**src/rtl/fifo_buffer_v2.sv**
```systemverilog
// fifo_buffer_v2
//   Parametrised synchronous FIFO used between the UART byte engines and the
//   host-side register interface, one instance per direction. It offers a
//   registered-read mode and a first-word-fall-through mode, programmable
//   almost-full/almost-empty thresholds, an occupancy count, sticky
//   overflow/underflow flags and a synchronous flush.
//
// Ports
//   clk            in   rising-edge clock
//   reset          in   asynchronous active-low reset
//   flush          in   synchronous clear of contents (error flags kept)
//   clear_errors   in   synchronous clear of overflow/underflow
//   enqueue        in   write data
//   req_enqueue    in   write request
//   req_dequeue    in   read request (FWFT=0) / pop acknowledge (FWFT=1)
//   dequeue        out  read data
//   dequeue_valid  out  dequeue holds valid data
//   count          out  occupancy 0..MAX_ELEMENTS
//   isEmpty/isFull out  count==0 / count==MAX_ELEMENTS
//   almostEmpty    out  count <= ALMOST_EMPTY_LEVEL
//   almostFull     out  count >= ALMOST_FULL_LEVEL
//   overflow       out  sticky: write dropped because FIFO was full
//   underflow      out  sticky: read requested while FIFO was empty
module fifo_buffer_v2 #(
  parameter int DATA_BITS          = 8,
  parameter int MAX_ELEMENTS       = 16,
  parameter int ALMOST_FULL_LEVEL  = MAX_ELEMENTS - 2,
  parameter int ALMOST_EMPTY_LEVEL = 2,
  parameter bit FWFT               = 1'b0
) (
  input  logic                                 clk,
  input  logic                                 reset,
  input  logic                                 flush,
  input  logic                                 clear_errors,
  input  logic [DATA_BITS-1:0]                 enqueue,
  input  logic                                 req_enqueue,
  input  logic                                 req_dequeue,
  output logic [DATA_BITS-1:0]                 dequeue,
  output logic                                 dequeue_valid,
  output logic [$clog2(MAX_ELEMENTS+1)-1:0]    count,
  output logic                                 isEmpty,
  output logic                                 isFull,
  output logic                                 almostEmpty,
  output logic                                 almostFull,
  output logic                                 overflow,
  output logic                                 underflow
);

  localparam int CountW = $clog2(MAX_ELEMENTS + 1);
  localparam int PtrW   = $clog2(MAX_ELEMENTS);

  localparam logic [CountW-1:0] CountMax  = CountW'(MAX_ELEMENTS);
  localparam logic [CountW-1:0] AfLevel   = CountW'(ALMOST_FULL_LEVEL);
  localparam logic [CountW-1:0] AeLevel   = CountW'(ALMOST_EMPTY_LEVEL);
  localparam logic [PtrW-1:0]   PtrLast   = PtrW'(MAX_ELEMENTS - 1);

  logic [DATA_BITS-1:0] mem [MAX_ELEMENTS];

  logic [PtrW-1:0]      frontQ, frontD;
  logic [PtrW-1:0]      rearQ, rearD;
  logic [CountW-1:0]    countQ, countD;
  logic [DATA_BITS-1:0] dataQ, dataD;
  logic                 validQ, validD;
  logic                 overflowQ, overflowD;
  logic                 underflowQ, underflowD;

  logic emptyInt, fullInt;
  logic readAccept, writeAccept;

  // Depth need not be a power of two, so pointers wrap by explicit compare.
  function automatic logic [PtrW-1:0] nextPtr(input logic [PtrW-1:0] p);
    return (p == PtrLast) ? '0 : p + PtrW'(1);
  endfunction

  assign emptyInt = (countQ == '0);
  assign fullInt  = (countQ == CountMax);

  // A write into a full FIFO is still accepted when a read frees the head
  // slot in the same cycle; flush suppresses both requests.
  assign readAccept  = req_dequeue && !emptyInt && !flush;
  assign writeAccept = req_enqueue && (!fullInt || readAccept) && !flush;

  always_comb begin
    frontD     = frontQ;
    rearD      = rearQ;
    countD     = countQ;
    dataD      = dataQ;
    validD     = 1'b0;
    overflowD  = overflowQ && !clear_errors;
    underflowD = underflowQ && !clear_errors;

    if (flush) begin
      frontD = '0;
      rearD  = '0;
      countD = '0;
    end else begin
      if (readAccept) begin
        frontD = nextPtr(frontQ);
        dataD  = mem[frontQ];
        validD = 1'b1;
      end
      if (writeAccept) begin
        rearD = nextPtr(rearQ);
      end
      unique case ({writeAccept, readAccept})
        2'b10:   countD = countQ + CountW'(1);
        2'b01:   countD = countQ - CountW'(1);
        default: countD = countQ;
      endcase
      // A new error wins over clear_errors in the same cycle.
      if (req_enqueue && !writeAccept) begin
        overflowD = 1'b1;
      end
      if (req_dequeue && emptyInt) begin
        underflowD = 1'b1;
      end
    end
  end

  always_ff @(posedge clk or negedge reset) begin
    if (!reset) begin
      frontQ     <= '0;
      rearQ      <= '0;
      countQ     <= '0;
      dataQ      <= '0;
      validQ     <= 1'b0;
      overflowQ  <= 1'b0;
      underflowQ <= 1'b0;
    end else begin
      frontQ     <= frontD;
      rearQ      <= rearD;
      countQ     <= countD;
      dataQ      <= dataD;
      validQ     <= validD;
      overflowQ  <= overflowD;
      underflowQ <= underflowD;
    end
  end

  // Storage is not reset; occupancy tracking makes stale contents invisible.
  always_ff @(posedge clk) begin
    if (writeAccept) begin
      mem[rearQ] <= enqueue;
    end
  end

  // In fall-through mode the head word is presented combinationally from
  // the array; otherwise the registered read word is shown.
  always_comb begin
    if (FWFT) begin
      dequeue       = emptyInt ? '0 : mem[frontQ];
      dequeue_valid = !emptyInt;
    end else begin
      dequeue       = dataQ;
      dequeue_valid = validQ;
    end
  end

  assign count       = countQ;
  assign isEmpty     = emptyInt;
  assign isFull      = fullInt;
  assign almostEmpty = (countQ <= AeLevel);
  assign almostFull  = (countQ >= AfLevel);
  assign overflow    = overflowQ;
  assign underflow   = underflowQ;

endmodule
```
**config.mk**
```make
export PLATFORM = sky130hd
export DESIGN_NAME = fifo_buffer_v2
export DESIGN_NICKNAME = d
export VERILOG_FILES = /design/src/rtl/fifo_buffer_v2.sv
export SDC_FILE = /design/constraint.sdc
export NUM_CORES = 1
export LEC_CHECK = 0
export BUFFER_PORTS_ARGS = -buffer_cell sky130_fd_sc_hd__buf_2
export CAP_MARGIN = 20
export CORE_MARGIN = 4
export CORE_UTILIZATION = 53
export CTS_CLUSTER_SIZE = 20
export DETAILED_ROUTE_END_ITERATION = 7
export GPL_ROUTABILITY_DRIVEN = 0
export MAX_ROUTING_LAYER = met4
export PLACE_DENSITY_LB_ADDON = 0.3
export SYNTH_ARGS = -nofsm -noshare
export SYNTH_HDL_FRONTEND = slang
export SYNTH_SLANG_ARGS = --single-unit
```
**constraint.sdc**
```tcl
create_clock -name clk -period 3.5 [get_ports clk]
set_input_delay 0 -clock clk [delete_from_list [all_inputs] [get_ports clk]]
set_output_delay 0 -clock clk [all_outputs]
set_load 0.01 [all_outputs]
```
# Word level (Yosys, flattened, before mapping)
# Memories as Yosys holds them, arrays and structs flattened. A register that Yosys moved wholly into a read port is not among the register bits.
# Index checks and enable logic that the tools add are counted.
[totals] memories=1 inputBits=14 output_inout_bits=20 mem_bits_rw=128 regBits=16 elab_cells=55
[mem_list] name="mem" depth=16 word_bits=8 read_ports=1 rd_clocked_by_memory_dff=1 write_ports=1 line="57" source="logic [DATA_BITS-1:0] mem [MAX_ELEMENTS];"
[classes] n_lt_le_gt_ge=2 n_mux=16 n_bitwise=1 reduce_logical=20 n_eq_ne=5 addsub=4
[op_table] op="two-way mux 4 bit" count=6
[op_table] op="one-hot mux 5 bit (2 select lines)" count=1
[op_table] op="adder 4 x 1 -> 4 bit, second input constant" count=2
[op_table] op="equality test 4 bit, second input constant" count=2
[op_table] op="logical AND 1 bit" count=8
[op_table] op="two-way mux 1 bit" count=8
[op_table] op="logical NOT 1 bit" count=6
[op_table] op="adder 5 x 1 -> 5 bit, second input constant" count=1
[op_table] op="equality test 5 bit, second input constant" count=1
[op_table] op=">= comparator 5 x 4 -> 1 bit, second input constant" count=1
[op_table] op="<= comparator 5 x 2 -> 1 bit, second input constant" count=1
[op_table] op="logical NOT 5 bit" count=1
[op_table] op="two-way mux 5 bit" count=1
[op_table] op="subtractor 5 x 1 -> 5 bit, second input constant" count=1
[op_table] op="nonzero test 2 bit" count=2
[op_table] op="nonzero test 3 bit" count=1
[op_table] op="equality test 2 x 1 -> 1 bit, second input constant" count=1
[op_table] op="equality test 2 bit, second input constant" count=1
[op_table] op="AND reduction 2 bit" count=1
[op_table] op="logical OR 1 bit" count=1
[op_table] op="NOT 1 bit" count=1

# Logic depth before layout (Yosys ltp)
# Gate-level depths: netlist of the first run.
[logic_depth] ltp_word=11 mapped_depth=13 mapped_depth_nobuf=12

# Worst setup path after synthesis of the first run
# No wires, ideal clock.
[synth_timing] kind="reg2reg" startpoint="reg countQ[1] (netlist: count[1])" endpoint="reg countQ[4] (netlist: count[4])" stages_incl_launch_ff=13 setup_time_ns=0.078 required_ns=3.422 period_less_slack_ns=2.730 setup_slack_ns=0.770 n_path_buf=1 arrival_ns=2.652 path_cell_list="dfrtp_1 > nor4_1 > nand2b_1 > inv_1 > or3_1 > buf_2 > nor2_1 > ha_1 > nand2b_1 > a21oi_1 > or4_1 > a21o_1 > a21oi_1"
[synth_via] elab_chain_len=10 word_cells_on_any_way=16 classes_between="2 x add/sub; 3 x eq/ne; 2 x mux; 9 x reduce/logical"
[synth_rtl] item="start: declaration" line="61" source="logic [CountW-1:0] countQ, countD;"
[synth_rtl] item="start signal: assignment" line="132" source="countQ <= countD;"
[synth_rtl] item="logical NOT 5 bit *" line="75" source="assign emptyInt = (countQ == '0);"
[synth_rtl] item="net isEmpty" line="41" source="output logic isEmpty,"
[synth_rtl] item="logical NOT 1 bit *" line="80" source="assign readAccept = req_dequeue && !emptyInt && !flush;"
[synth_rtl] item="logical AND 1 bit * (2 in series)" line="80"
[synth_rtl] item="logical OR 1 bit" line="81" source="assign writeAccept = req_enqueue && (!fullInt || readAccept) && !flush;"
[synth_rtl] item="logical AND 1 bit (2 in series)" line="81"
[synth_rtl] item="equality test 2 x 1 -> 1 bit / equality test 2 bit (equally long branches)" line="105" source="unique case ({writeAccept, readAccept})"
[synth_rtl] item="one-hot mux 5 bit (2 select lines)" line="105"
[synth_rtl] item="two-way mux 5 bit" line="92" source="if (flush) begin"
# Mark *: on every way through the listed nets, which the timed path passes. The rest lies on a longest branch.
# A chain may end at the register's enable or synchronous reset.

# Worst setup path in the final report of the first run
[layout_timing] startpoint="reg countQ[1] (netlist: count[1])" endpoint="reg countQ[4] (netlist: count[4])"
[layout_via] elab_chain_len=10 word_cells_on_any_way=16 classes_between="2 x add/sub; 3 x eq/ne; 2 x mux; 9 x reduce/logical"
[layout_rtl] item="logical NOT 5 bit" line="75"
[layout_rtl] item="logical NOT 1 bit" line="80"
[layout_rtl] item="logical AND 1 bit (2 in series)" line="80"
[layout_rtl] item="logical OR 1 bit" line="81"
[layout_rtl] item="logical AND 1 bit (2 in series)" line="81"
[layout_rtl] item="equality test 2 x 1 -> 1 bit / equality test 2 bit (equally long branches)" line="105"
[layout_rtl] item="one-hot mux 5 bit (2 select lines)" line="105"
[layout_rtl] item="two-way mux 5 bit" line="92"
# Parallel ways exist; a longest one is shown, timed or not.

==> impl_metrics.env, run 1 <==
export IMPL_clock_tree_root_cell="sky130_fd_sc_hd__clkbuf_16"
export IMPL_crit_path_end_kind="flop"
export IMPL_core_um2=11500
export IMPL_first_iter_violations=263
export IMPL_netSwitchingPower_mw=1.21
export IMPL_setup_crit_path_kind="reg2reg"
export IMPL_dr_total_vias=3395
export IMPL_vias_per_instance=5.79
export IMPL_worst_pin_slew_ps=657
export IMPL_io_pins=34
export IMPL_antenna_diode_count=0
export IMPL_die_area_um2=13700
export IMPL_cts_made_buffers=17
export IMPL_switching_share=0.250
export IMPL_totalNegativeSetupSlack_ps=0
export IMPL_design_final_nets=453
export IMPL_power_density_nw_per_um2=647
export IMPL_seq_area_frac_synth=0.706
export IMPL_ys_flop_type="sky130_fd_sc_hd__edfxtp_1"
export IMPL_deepest_clock_path_buffer_count=2
export IMPL_clk_transition_reported_paths_ps=60
export IMPL_run_status="finished, final reports clean"
export IMPL_area_delta_synth_final_pct=18.9
export IMPL_max_cap_violations=0
export IMPL_wl_um=12100
export IMPL_post_drt_antenna_nets=0
export IMPL_place_port_buffers=33
export IMPL_grt_antenna_before_repair=0
export IMPL_grt_setup_unrepaired="no"
export IMPL_syn_mean_instance_area_um2=17.4
export IMPL_hold_class="in2async"
export IMPL_post_route_cells_drive_above_1_share=0.293
export IMPL_dp_final_hpwl_um=7860
export IMPL_power_share_combinational=0.159
export IMPL_syn_num_nets=384
export IMPL_synthesis_area_um2=6300
export IMPL_final_common_cell="sky130_fd_sc_hd__edfxtp_1"
export IMPL_crit_path_max_fanout=8
export IMPL_timing_final_setup_violations=0
export IMPL_final_period_minus_worst_setup_slack_ps=2950
export IMPL_asyncSetResetFlopFracSynth=0.158
export IMPL_r2r_cells=11
export IMPL_die_h_um=117
export IMPL_ys_warn_count=0
export IMPL_worst_ep_arrival_time_ps=3290
export IMPL_grt_overflow_total=0
export IMPL_postSynthRegisterBits=152
export IMPL_vias_in_the_first_global_route=3420
export IMPL_fmax_mhz=339
export IMPL_setup_worst_path_start="count[1]$_DFFE_PN0P_"
export IMPL_peakVddDrop_mv=0.393
export IMPL_grt_start_max_net_pins=25
export IMPL_start_util=0.547
export IMPL_worst_clock_skew_ps=13.5
export IMPL_internal_power_mw=3.63
export IMPL_post_cts_setup_buffers=0
export IMPL_worst_slew_margin_rel=0.562
export IMPL_drt_pre_antenna_iters=7
export IMPL_period_share=0.842
export IMPL_first_pass_grt_wire_length_um=19400
export IMPL_rows=39
export IMPL_power_frac_clock=0.398
export IMPL_slew_viol_final=0
export IMPL_routed_wire_length_per_instance_um=20.7
export IMPL_cts_htree_levels=4
export IMPL_final_core_utilization=0.650
export IMPL_fp_dieW_um=117
export IMPL_critical_path_rt_ps=3840
export IMPL_critical_path_startpoint_type="flop"
export IMPL_groute_usage_overall=0.205
export IMPL_most_common_layout_cells="128 x sky130_fd_sc_hd__edfxtp_1, 33 x sky130_fd_sc_hd__buf_2, 29 x sky130_fd_sc_hd__mux4_2"
export IMPL_worstReg2RegStart="count[1]$_DFFE_PN0P_"
export IMPL_synth_edff_count=128
export IMPL_worst_skew_pair_late_latency_ps=420
export IMPL_seqPwrFrac=0.443
export IMPL_clock_sinks=152
export IMPL_tritoncts="done"
export IMPL_synth_lib_cells_used_distinct=37
export IMPL_post_route_drc_count=0
export IMPL_rrSetupSlack_ps=550
export IMPL_critical_path_reg2reg_endpoint="count[4]$_DFFE_PN0P_"
export IMPL_synth_cells=361
export IMPL_leakagePower_nw=2.67
export IMPL_hold_violations=0
area by class of cell:
type	instances	area (um2)
flip-flops and latches	152	4440
fillers	790	4030
well taps	143	179
multi-input cells	177	1700
repair buffers	71	485
inverters	11	41.3
clock buffers	19	433
clock inverters	13	196
state kept, by name (all words and copies together) (netlist names):
name	cells
dequeue_valid	1
rearQ	4
dequeue	8
underflow	1
overflow	1
count	5
frontQ	4
mem	128
stage by stage:
step	hold WS (ps)	power (mW)	setup WS, ps	std cells	instance area, um2
6_report	94.2	4.84	554	586	7480
5_1_grt	153	5.05	235	586	7480
4_1_cts	97.4	4.89	584	586	7480
3_5_place_dp	18.3	2.95	658	540	6710
3_3_place_gp	13.0	2.93	796	540	6710
2_1_floorplan	-296	2.69	770	361	6300
power groups by stage:
| stage | clock network, mW | registers [mW] | logic, mW |
|---|---|---|---|
| 2_1_floorplan | 0 | 2.19 | 0.499 |
| 3_3_place_gp | 0 | 2.17 | 0.754 |
| 3_5_place_dp | 0 | 2.18 | 0.762 |
| 4_1_cts | 1.96 | 2.15 | 0.781 |
| 5_1_grt | 2.03 | 2.16 | 0.861 |
| 6_report | 1.93 | 2.15 | 0.770 |
worst max path at each step:
stage	end	slack (ps)	cells after the start
after floorplan	count[4]$_DFFE_PN0P_	770	12
after global placement	count[4]$_DFFE_PN0P_	800	11
after detailed placement	count[4]$_DFFE_PN0P_	660	11
after CTS	count[4]$_DFFE_PN0P_	580	11
after global routing	count[4]$_DFFE_PN0P_	240	11
final	count[4]$_DFFE_PN0P_	550	11
logic make-up after synthesis:
group           Yosys count  synth area share
compound gates           38            0.0376
xor+xnor                  5           0.00696
fa+ha+maj                 9            0.0191
buf+inv                  32            0.0234
flops                   152             0.706
mux                      52             0.156
simple gates             73            0.0515
Yosys cell counts (3+ instances only):
| library cell | n | share of area |
|---|---|---|
| sky130_fd_sc_hd__a21o_1 | 3 | 0.0036 |
| sky130_fd_sc_hd__a21oi_1 | 9 | 0.0072 |
| sky130_fd_sc_hd__buf_2 | 7 | 0.0056 |
| sky130_fd_sc_hd__clkbuf_1 | 11 | 0.0066 |
| sky130_fd_sc_hd__dfrtp_1 | 24 | 0.095 |
| sky130_fd_sc_hd__edfxtp_1 | 128 | 0.61 |
| sky130_fd_sc_hd__ha_1 | 8 | 0.016 |
| sky130_fd_sc_hd__inv_1 | 11 | 0.0066 |
| sky130_fd_sc_hd__mux2_2 | 12 | 0.021 |
| sky130_fd_sc_hd__mux2i_1 | 6 | 0.0095 |
| sky130_fd_sc_hd__mux4_1 | 5 | 0.021 |
| sky130_fd_sc_hd__mux4_2 | 29 | 0.10 |
| sky130_fd_sc_hd__nand2_1 | 27 | 0.016 |
| sky130_fd_sc_hd__nand2b_1 | 4 | 0.0040 |
| sky130_fd_sc_hd__nand3_1 | 6 | 0.0048 |
| sky130_fd_sc_hd__nor2_1 | 23 | 0.014 |
| sky130_fd_sc_hd__nor3_1 | 4 | 0.0032 |
| sky130_fd_sc_hd__o21ai_0 | 16 | 0.013 |
| sky130_fd_sc_hd__or4_1 | 3 | 0.0036 |
| sky130_fd_sc_hd__xor2_1 | 5 | 0.0070 |
layer usage:
metal  routed length [um]  vias up  global-route usage
li1                     -     1551                   -
met5                    0        -                   -
met4                  171        0              0.0749
met3                  619       16              0.0478
met1                 5160     1728               0.267
met2                 6190      100               0.320
worst max-delay path: stages, from the launching register on:
cell	delay, ps
sky130_fd_sc_hd__dfrtp_1	450
sky130_fd_sc_hd__nor4_1	590
sky130_fd_sc_hd__nand2b_1	250
sky130_fd_sc_hd__inv_1	130
sky130_fd_sc_hd__or3_1	120
sky130_fd_sc_hd__nor2_1	80
sky130_fd_sc_hd__ha_1	330
sky130_fd_sc_hd__nand2b_1	80
sky130_fd_sc_hd__a21oi_1	110
sky130_fd_sc_hd__or4_1	430
sky130_fd_sc_hd__a21o_1	170
sky130_fd_sc_hd__a21oi_1	120
timing repair:
item | CTS | global route
endpoints found under the hold margin | 163 | 0
setup endpoints to repair | 0 | 0
resized for setup | 0 | 0
hold buffers | 14 | 0
(Power assumes the default switching activity.)
==> run 2, diff against run 1 <==
ABC_AREA = 1   (was default)
clock period = 2.46 ns   (was 3.5 ns; I/O delays follow)
==> run 2 against run 1 <==
Against the previous run:
- setup slack lost 250 ps
- core utilization shrank 2.1 points
- register-to-register slack lost 250 ps
- clock power grew 41%
- area after synthesis grew 3.7%
- global-route usage grew 2.3 points
- sequential cell count is the same
- non-clock buffer count shrank 9
- critical path depth grew 2
==> impl_metrics.env, run 2 <==
export IMPL_grt_antenna_before_repair=0
export IMPL_grt_setup_unrepaired="no"
export IMPL_core_um2=12100
export IMPL_cp_slowest_stage_delay_ps=440
export IMPL_critical_path_startpoint_type="flop"
export IMPL_setup_crit_path_kind="reg2reg"
export IMPL_slew_viol_final=0
export IMPL_crit_path_max_fanout=5
export IMPL_io_pins=34
export IMPL_synth_most_common_cell="sky130_fd_sc_hd__nand2_1"
export IMPL_worst_ep_arrival_time_ps=2470
export IMPL_grt_start_max_net_pins=67
export IMPL_tritoncts="done"
export IMPL_final_period_minus_worst_setup_slack_ps=2150
export IMPL_drt_pre_antenna_iters=7
export IMPL_post_route_cells_drive_above_1_share=0.142
export IMPL_clk_transition_reported_paths_ps=60
export IMPL_antenna_diode_count=0
export IMPL_cts_made_buffers=17
export IMPL_ys_flop_type="sky130_fd_sc_hd__edfxtp_1"
export IMPL_die_h_um=119
export IMPL_ys_warn_count=0
export IMPL_critical_path_rt_ps=2770
export IMPL_worst_clock_skew_ps=5.76
export IMPL_syn_mean_instance_area_um2=10.9
export IMPL_period_share=0.875
export IMPL_place_port_buffers=33
export IMPL_critical_path_reg2reg_endpoint="count[4]$_DFFE_PN0P_"
export IMPL_multi_input_area_um2=1820
export IMPL_synth_top_area_cell="sky130_fd_sc_hd__edfxtp_1"
export IMPL_syn_num_nets=620
export IMPL_ctsResizeCount=0
export IMPL_ys_top_cells_by_count="132 x sky130_fd_sc_hd__nand2_1, 128 x sky130_fd_sc_hd__edfxtp_1, 114 x sky130_fd_sc_hd__nor2_1"
export IMPL_cell_chain_critical_path="nor2_2 > nand3_2 > nand3_2 > inv_2 > ha_1 > a21oi_1 > nand2_1 > nand2_1 > nand2_1 > nand2_1 > nand2_1 > nand3_1 > nand2_1"
export IMPL_path_delay_family="simple AND/OR/NAND/NOR gates"
export IMPL_worst_pin_slew_ps=683
export IMPL_seq_area_frac_synth=0.681
export IMPL_first_pass_grt_wire_length_um=23900
export IMPL_synth_area_top_cells="sky130_fd_sc_hd__edfxtp_1 59%, sky130_fd_sc_hd__dfrtp_1 9.2%, sky130_fd_sc_hd__nand2_1 7.6%, sky130_fd_sc_hd__nor2_1 6.6%, sky130_fd_sc_hd__nand3_1 4.8%"
export IMPL_vias_per_instance=5.54
export IMPL_synth_largest_type_area_fraction=0.589
export IMPL_area_delta_synth_final_pct=16.1
export IMPL_power_mw=7.58
export IMPL_cts_htree_levels=4
export IMPL_fp_dieW_um=119
export IMPL_deepest_clock_path_buffer_count=2
export IMPL_synth_edff_count=128
export IMPL_most_common_layout_cells="132 x sky130_fd_sc_hd__nand2_1, 128 x sky130_fd_sc_hd__edfxtp_1, 114 x sky130_fd_sc_hd__nor2_1"
export IMPL_worst_skew_pair_late_latency_ps=420
export IMPL_clock_sinks=152
export IMPL_wl_um=14700
export IMPL_groute_usage_overall=0.228
export IMPL_fmax_mhz=464
export IMPL_cp_slowest_cell="sky130_fd_sc_hd__dfrtp_1"
export IMPL_design_final_nets=673
export IMPL_asyncSetResetFlopFracSynth=0.158
export IMPL_totalNegativeSetupSlack_ps=0
export IMPL_worstReg2RegStart="count[3]$_DFFE_PN0P_"
export IMPL_synthesis_area_um2=6530
export IMPL_r2r_cells=13
export IMPL_die_area_um2=14200
export IMPL_power_density_nw_per_um2=999
export IMPL_vias_in_the_first_global_route=4503
export IMPL_cp_common_cell="sky130_fd_sc_hd__nand2_1"
export IMPL_max_cap_violations=0
export IMPL_grt_overflow_total=0
export IMPL_registers_top_by_ff_count="mem"
export IMPL_postSynthRegisterBits=152
export IMPL_leakagePower_nw=3.00
export IMPL_post_route_drc_count=0
export IMPL_timing_hold_worst_start="enqueue[0]"
export IMPL_post_drt_antenna_nets=0
export IMPL_sequential_cell_area_um2=4450
export IMPL_rrSetupSlack_ps=310
export IMPL_synth_cells=597
export IMPL_crit_path_end_kind="flop"
export IMPL_dr_total_vias=4602
export IMPL_peakVddDrop_mv=0.519
export IMPL_rows=40
export IMPL_holdPathStages=1
export IMPL_path_buf_inv=1
export IMPL_start_util=0.541
export IMPL_routed_wire_length_per_instance_um=17.7
export IMPL_timing_final_setup_violations=0
export IMPL_clock_tree_root_cell="sky130_fd_sc_hd__clkbuf_16"
export IMPL_run_status="finished, final reports clean"
export IMPL_fillCellCount=961
export IMPL_hold_violations=0
export IMPL_synth_lib_cells_used_distinct=27
export IMPL_hold_class="in2reg"
export IMPL_final_common_cell="sky130_fd_sc_hd__nand2_1"
export IMPL_largest_register_ffs=128
export IMPL_dp_final_hpwl_um=9400
export IMPL_whs_endpoint="mem[6][0]$_DFFE_PP_"
export IMPL_first_iter_violations=575
export IMPL_worst_slew_margin_rel=0.543
==> run 2: cell type report <==
cell class	count	share of cell area
flip-flops and latches	152	0.586
repair buffers	62	0.0551
multi-input cells	397	0.240
inverters	20	0.00990
clock buffers	20	0.0576
well taps	168	0.0277
clock inverters	11	0.0236
==> run 2: kinds of logic (layout without fill, tap and decap cells) <==
family	count (synthesis)	after routing	synth area share
AO/OA/AOI/OAI	65	65	0.0535
buffers and inverters	48	113	0.0408
AND/OR/NAND/NOR	319	319	0.201
XOR/XNOR	4	4	0.00537
adder cells (fa/ha/maj)	9	9	0.0184
flip-flops	152	152	0.681
==> run 2: worst max path at each step <==
| stage | from | end | slack, ps | depth (start not counted) |
|---|---|---|---|---|
| after detailed placement | count[3]$_DFFE_PN0P_ | count[4]$_DFFE_PN0P_ | 380 | 13 |
| after floorplan | count[3]$_DFFE_PN0P_ | count[4]$_DFFE_PN0P_ | 560 | 13 |
| after global routing | count[3]$_DFFE_PN0P_ | count[4]$_DFFE_PN0P_ | 120 | 13 |
| after CTS | count[3]$_DFFE_PN0P_ | count[4]$_DFFE_PN0P_ | 350 | 13 |
| after global placement | count[3]$_DFFE_PN0P_ | count[4]$_DFFE_PN0P_ | 490 | 13 |
| final | count[3]$_DFFE_PN0P_ | count[4]$_DFFE_PN0P_ | 310 | 13 |
==> run 2: timing repair <==
item | in CTS | in global routing
hold buffers | 9 | 0
setup endpoints to repair | 0 | 0
setup buffers | 0 | 0
endpoints found under the hold margin | 73 | 0
==> run 2: layer usage <==
layer,global-route usage,wire [um],share of wire
met5,-,0,0
met4,0.0854,422,0.029
met3,0.0594,1030,0.070
met2,0.361,7360,0.50
met1,0.284,5910,0.40
==> run 2: stage by stage <==
stage | cells | hold slack, ps | worst slack [ps] | cell area, um2 | utilization
after floorplan | 597 | -296 | 560 | 6530 | -
after global placement | 790 | -1.66 | 489 | 6880 | 0.570
after detailed placement | 790 | 16.3 | 381 | 6880 | 0.570
after CTS | 830 | 14.8 | 345 | 7580 | 0.629
after global routing | 830 | 37.4 | 124 | 7580 | 0.629
final | 830 | 27.0 | 306 | 7580 | 0.629
==> run 2: report_power, final <==
| part | internal (mW) | leakage, nW | total (mW) | switching, mW |
|---|---|---|---|---|
| logic | 0.614 | 1.23 | 1.76 | 1.15 |
| clock network | 1.78 | 0.305 | 2.73 | 0.953 |
| registers | 2.94 | 1.47 | 3.09 | 0.152 |
| total | 5.33 | 3.00 | 7.58 | 2.25 |
==> run 3, diff against run 2 <==
==> constraint.sdc (replaced) <==
create_clock -name clk -period 2.46 [get_ports clk]
set_input_delay 0.246 -clock clk [delete_from_list [all_inputs] [get_ports clk]]
set_output_delay 0.246 -clock clk [all_outputs]
set_load 0.01 [all_outputs]
==> run 3 against run 2 <==
Against the previous run:
- critical path depth unchanged
- core utilization shrank 0.52 points
- clock skew is 4.2 ps higher
- clock power is 3% lower
- routed wire length shrank 0.72%
- setup slack worse by 26 ps
- clock-buffer cell count is 3 higher
- global-route usage down 0.53 points
==> impl_metrics.env, run 3 (synthesis results as in run 2) <==
export IMPL_worstReg2RegStart="count[3]$_DFFE_PN0P_"
export IMPL_critical_path_startpoint_type="flop"
export IMPL_clock_tree_root_cell="sky130_fd_sc_hd__clkbuf_16"
export IMPL_critical_path_rt_ps=2780
export IMPL_max_cap_violations=0
export IMPL_first_iter_violations=569
export IMPL_setup_crit_path_kind="reg2reg"
export IMPL_registers_top_by_ff_count="mem"
export IMPL_worst_pin_slew_ps=561
export IMPL_vias_in_the_first_global_route=4315
export IMPL_worst_clock_skew_ps=10.0
export IMPL_groute_usage_overall=0.222
export IMPL_die_h_um=119
export IMPL_wl_um=14600
export IMPL_dr_total_vias=4506
export IMPL_post_route_cells_drive_above_1_share=0.152
export IMPL_grt_met3_usage=0.0418
export IMPL_r2r_cells=13
export IMPL_final_period_minus_worst_setup_slack_ps=2180
export IMPL_largest_register_ffs=128
export IMPL_cts_htree_levels=4
export IMPL_vias_per_instance=5.46
export IMPL_fmax_mhz=459
export IMPL_holdPathStages=2
export IMPL_hold_class="in2reg"
export IMPL_die_area_um2=14200
export IMPL_slew_viol_final=0
export IMPL_timing_final_setup_violations=0
export IMPL_power_density_nw_per_um2=994
export IMPL_totalNegativeSetupSlack_ps=0
export IMPL_io_pins=34
export IMPL_antenna_diode_count=0
export IMPL_clk_transition_reported_paths_ps=60
export IMPL_worst_ep_arrival_time_ps=2490
export IMPL_post_route_drc_count=0
export IMPL_first_pass_grt_wire_length_um=23200
export IMPL_worst_skew_pair_late_latency_ps=420
export IMPL_core_um2=12100
export IMPL_leakagePower_nw=2.98
export IMPL_tritoncts="done"
export IMPL_deepest_clock_path_buffer_count=2
export IMPL_most_common_layout_cells="132 x sky130_fd_sc_hd__nand2_1, 128 x sky130_fd_sc_hd__edfxtp_1, 114 x sky130_fd_sc_hd__nor2_1"
export IMPL_post_drt_antenna_nets=0
export IMPL_period_share=0.886
export IMPL_place_port_buffers=33
export IMPL_grt_start_max_net_pins=54
export IMPL_timing_hold_worst_start="clear_errors"
export IMPL_cts_made_buffers=17
export IMPL_ctsResizeCount=0
export IMPL_peakVddDrop_mv=0.520
export IMPL_grt_util_met1=0.282
export IMPL_area_delta_synth_final_pct=15.2
export IMPL_cts_hold_repair_buffers=1
export IMPL_rrSetupSlack_ps=280
export IMPL_run_status="finished, final reports clean"
export IMPL_crit_path_end_kind="flop"
export IMPL_hold_violations=0
export IMPL_grt_met2_usage=0.359
export IMPL_design_final_nets=668
export IMPL_final_common_cell="sky130_fd_sc_hd__nand2_1"
export IMPL_routed_wire_length_per_instance_um=17.7
export IMPL_whs_endpoint="underflow$_DFF_PN0_"
export IMPL_dp_final_hpwl_um=9420
export IMPL_clock_sinks=152
export IMPL_worst_slew_margin_rel=0.626
export IMPL_crit_path_max_fanout=5
export IMPL_dp_cells=793
export IMPL_final_cell_count_no_fill=826
export IMPL_grt_busiest_layer="met2"
export IMPL_drt_pre_antenna_iters=5
export IMPL_post_cts_setup_buffers=0
export IMPL_start_util=0.541
export IMPL_timing_final_ws_setup_ps=281
export IMPL_fp_dieW_um=119
export IMPL_grt_overflow_total=0
export IMPL_grt_setup_unrepaired="no"
export IMPL_post_placement_setup_slack_ps=358
export IMPL_setup_worst_path_start="count[3]$_DFFE_PN0P_"
export IMPL_critical_path_reg2reg_endpoint="count[4]$_DFFE_PN0P_"
export IMPL_grt_antenna_before_repair=0
export IMPL_rows=40
run 3: cell types whose count changed in the layout (fill, tap and decap cells not counted), sizes merged:
cell	change
buf	+3
dlygate4sd3	-8
bufinv	-2
clkinvlp	+1
clkbuf	+3
clkinv	-1
run 3: layer usage:
metal	wire length (um)	vias to the layer above
met5	0	-
met3	771	30
met2	7570	141
met1	5930	2199
met4	337	0
li1	-	2136
run 3: cell type report:
class	count	area (um2)
multi-input cells	397	1820
inverters	20	75.1
flip-flops and latches	152	4450
well taps	168	210
clock buffers	23	488
clock inverters	9	123
repair buffers	57	360
fillers	953	4540
run 3: worst max-delay path, stage by stage, from the launching register on:
cell and delay [ps]:
sky130_fd_sc_hd__dfrtp_1 440, sky130_fd_sc_hd__nor2_2 220, sky130_fd_sc_hd__nand3_2 170, sky130_fd_sc_hd__nand3_2 160
sky130_fd_sc_hd__inv_2 90, sky130_fd_sc_hd__ha_1 330, sky130_fd_sc_hd__a21oi_1 200, sky130_fd_sc_hd__nand2_1 80
sky130_fd_sc_hd__nand2_1 90, sky130_fd_sc_hd__nand2_1 60, sky130_fd_sc_hd__nand2_1 60, sky130_fd_sc_hd__nand2_1 50
sky130_fd_sc_hd__nand3_1 70, sky130_fd_sc_hd__nand2_1 50
run 3: stage by stage:
stage          power [mW]  area, um2  hold slack, ps   util
4_1_cts              7.50       7520            6.48  0.624
3_3_place_gp         4.81       6900             252  0.572
2_1_floorplan        4.43       6530           -49.6      -
5_1_grt              7.87       7520            13.2  0.624
6_report             7.48       7520            17.5  0.624
3_5_place_dp         4.87       6900             268  0.572
run 3: worst max path at each step:
| stage | to | slack, ps | cells past startpoint |
|---|---|---|---|
| CTS | count[4]$_DFFE_PN0P_ | 340 | 13 |
| global placement | count[4]$_DFFE_PN0P_ | 480 | 13 |
| finish | count[4]$_DFFE_PN0P_ | 280 | 13 |
| floorplan | count[4]$_DFFE_PN0P_ | 560 | 13 |
| detailed placement | count[4]$_DFFE_PN0P_ | 360 | 13 |
| global route | count[4]$_DFFE_PN0P_ | 180 | 13 |
run 3: report_power, final:
part           switching, mW  total, mW  internal [mW]
logic                   1.20       1.79          0.597
registers             0.0991       3.03           2.94
clock network          0.954       2.65           1.69
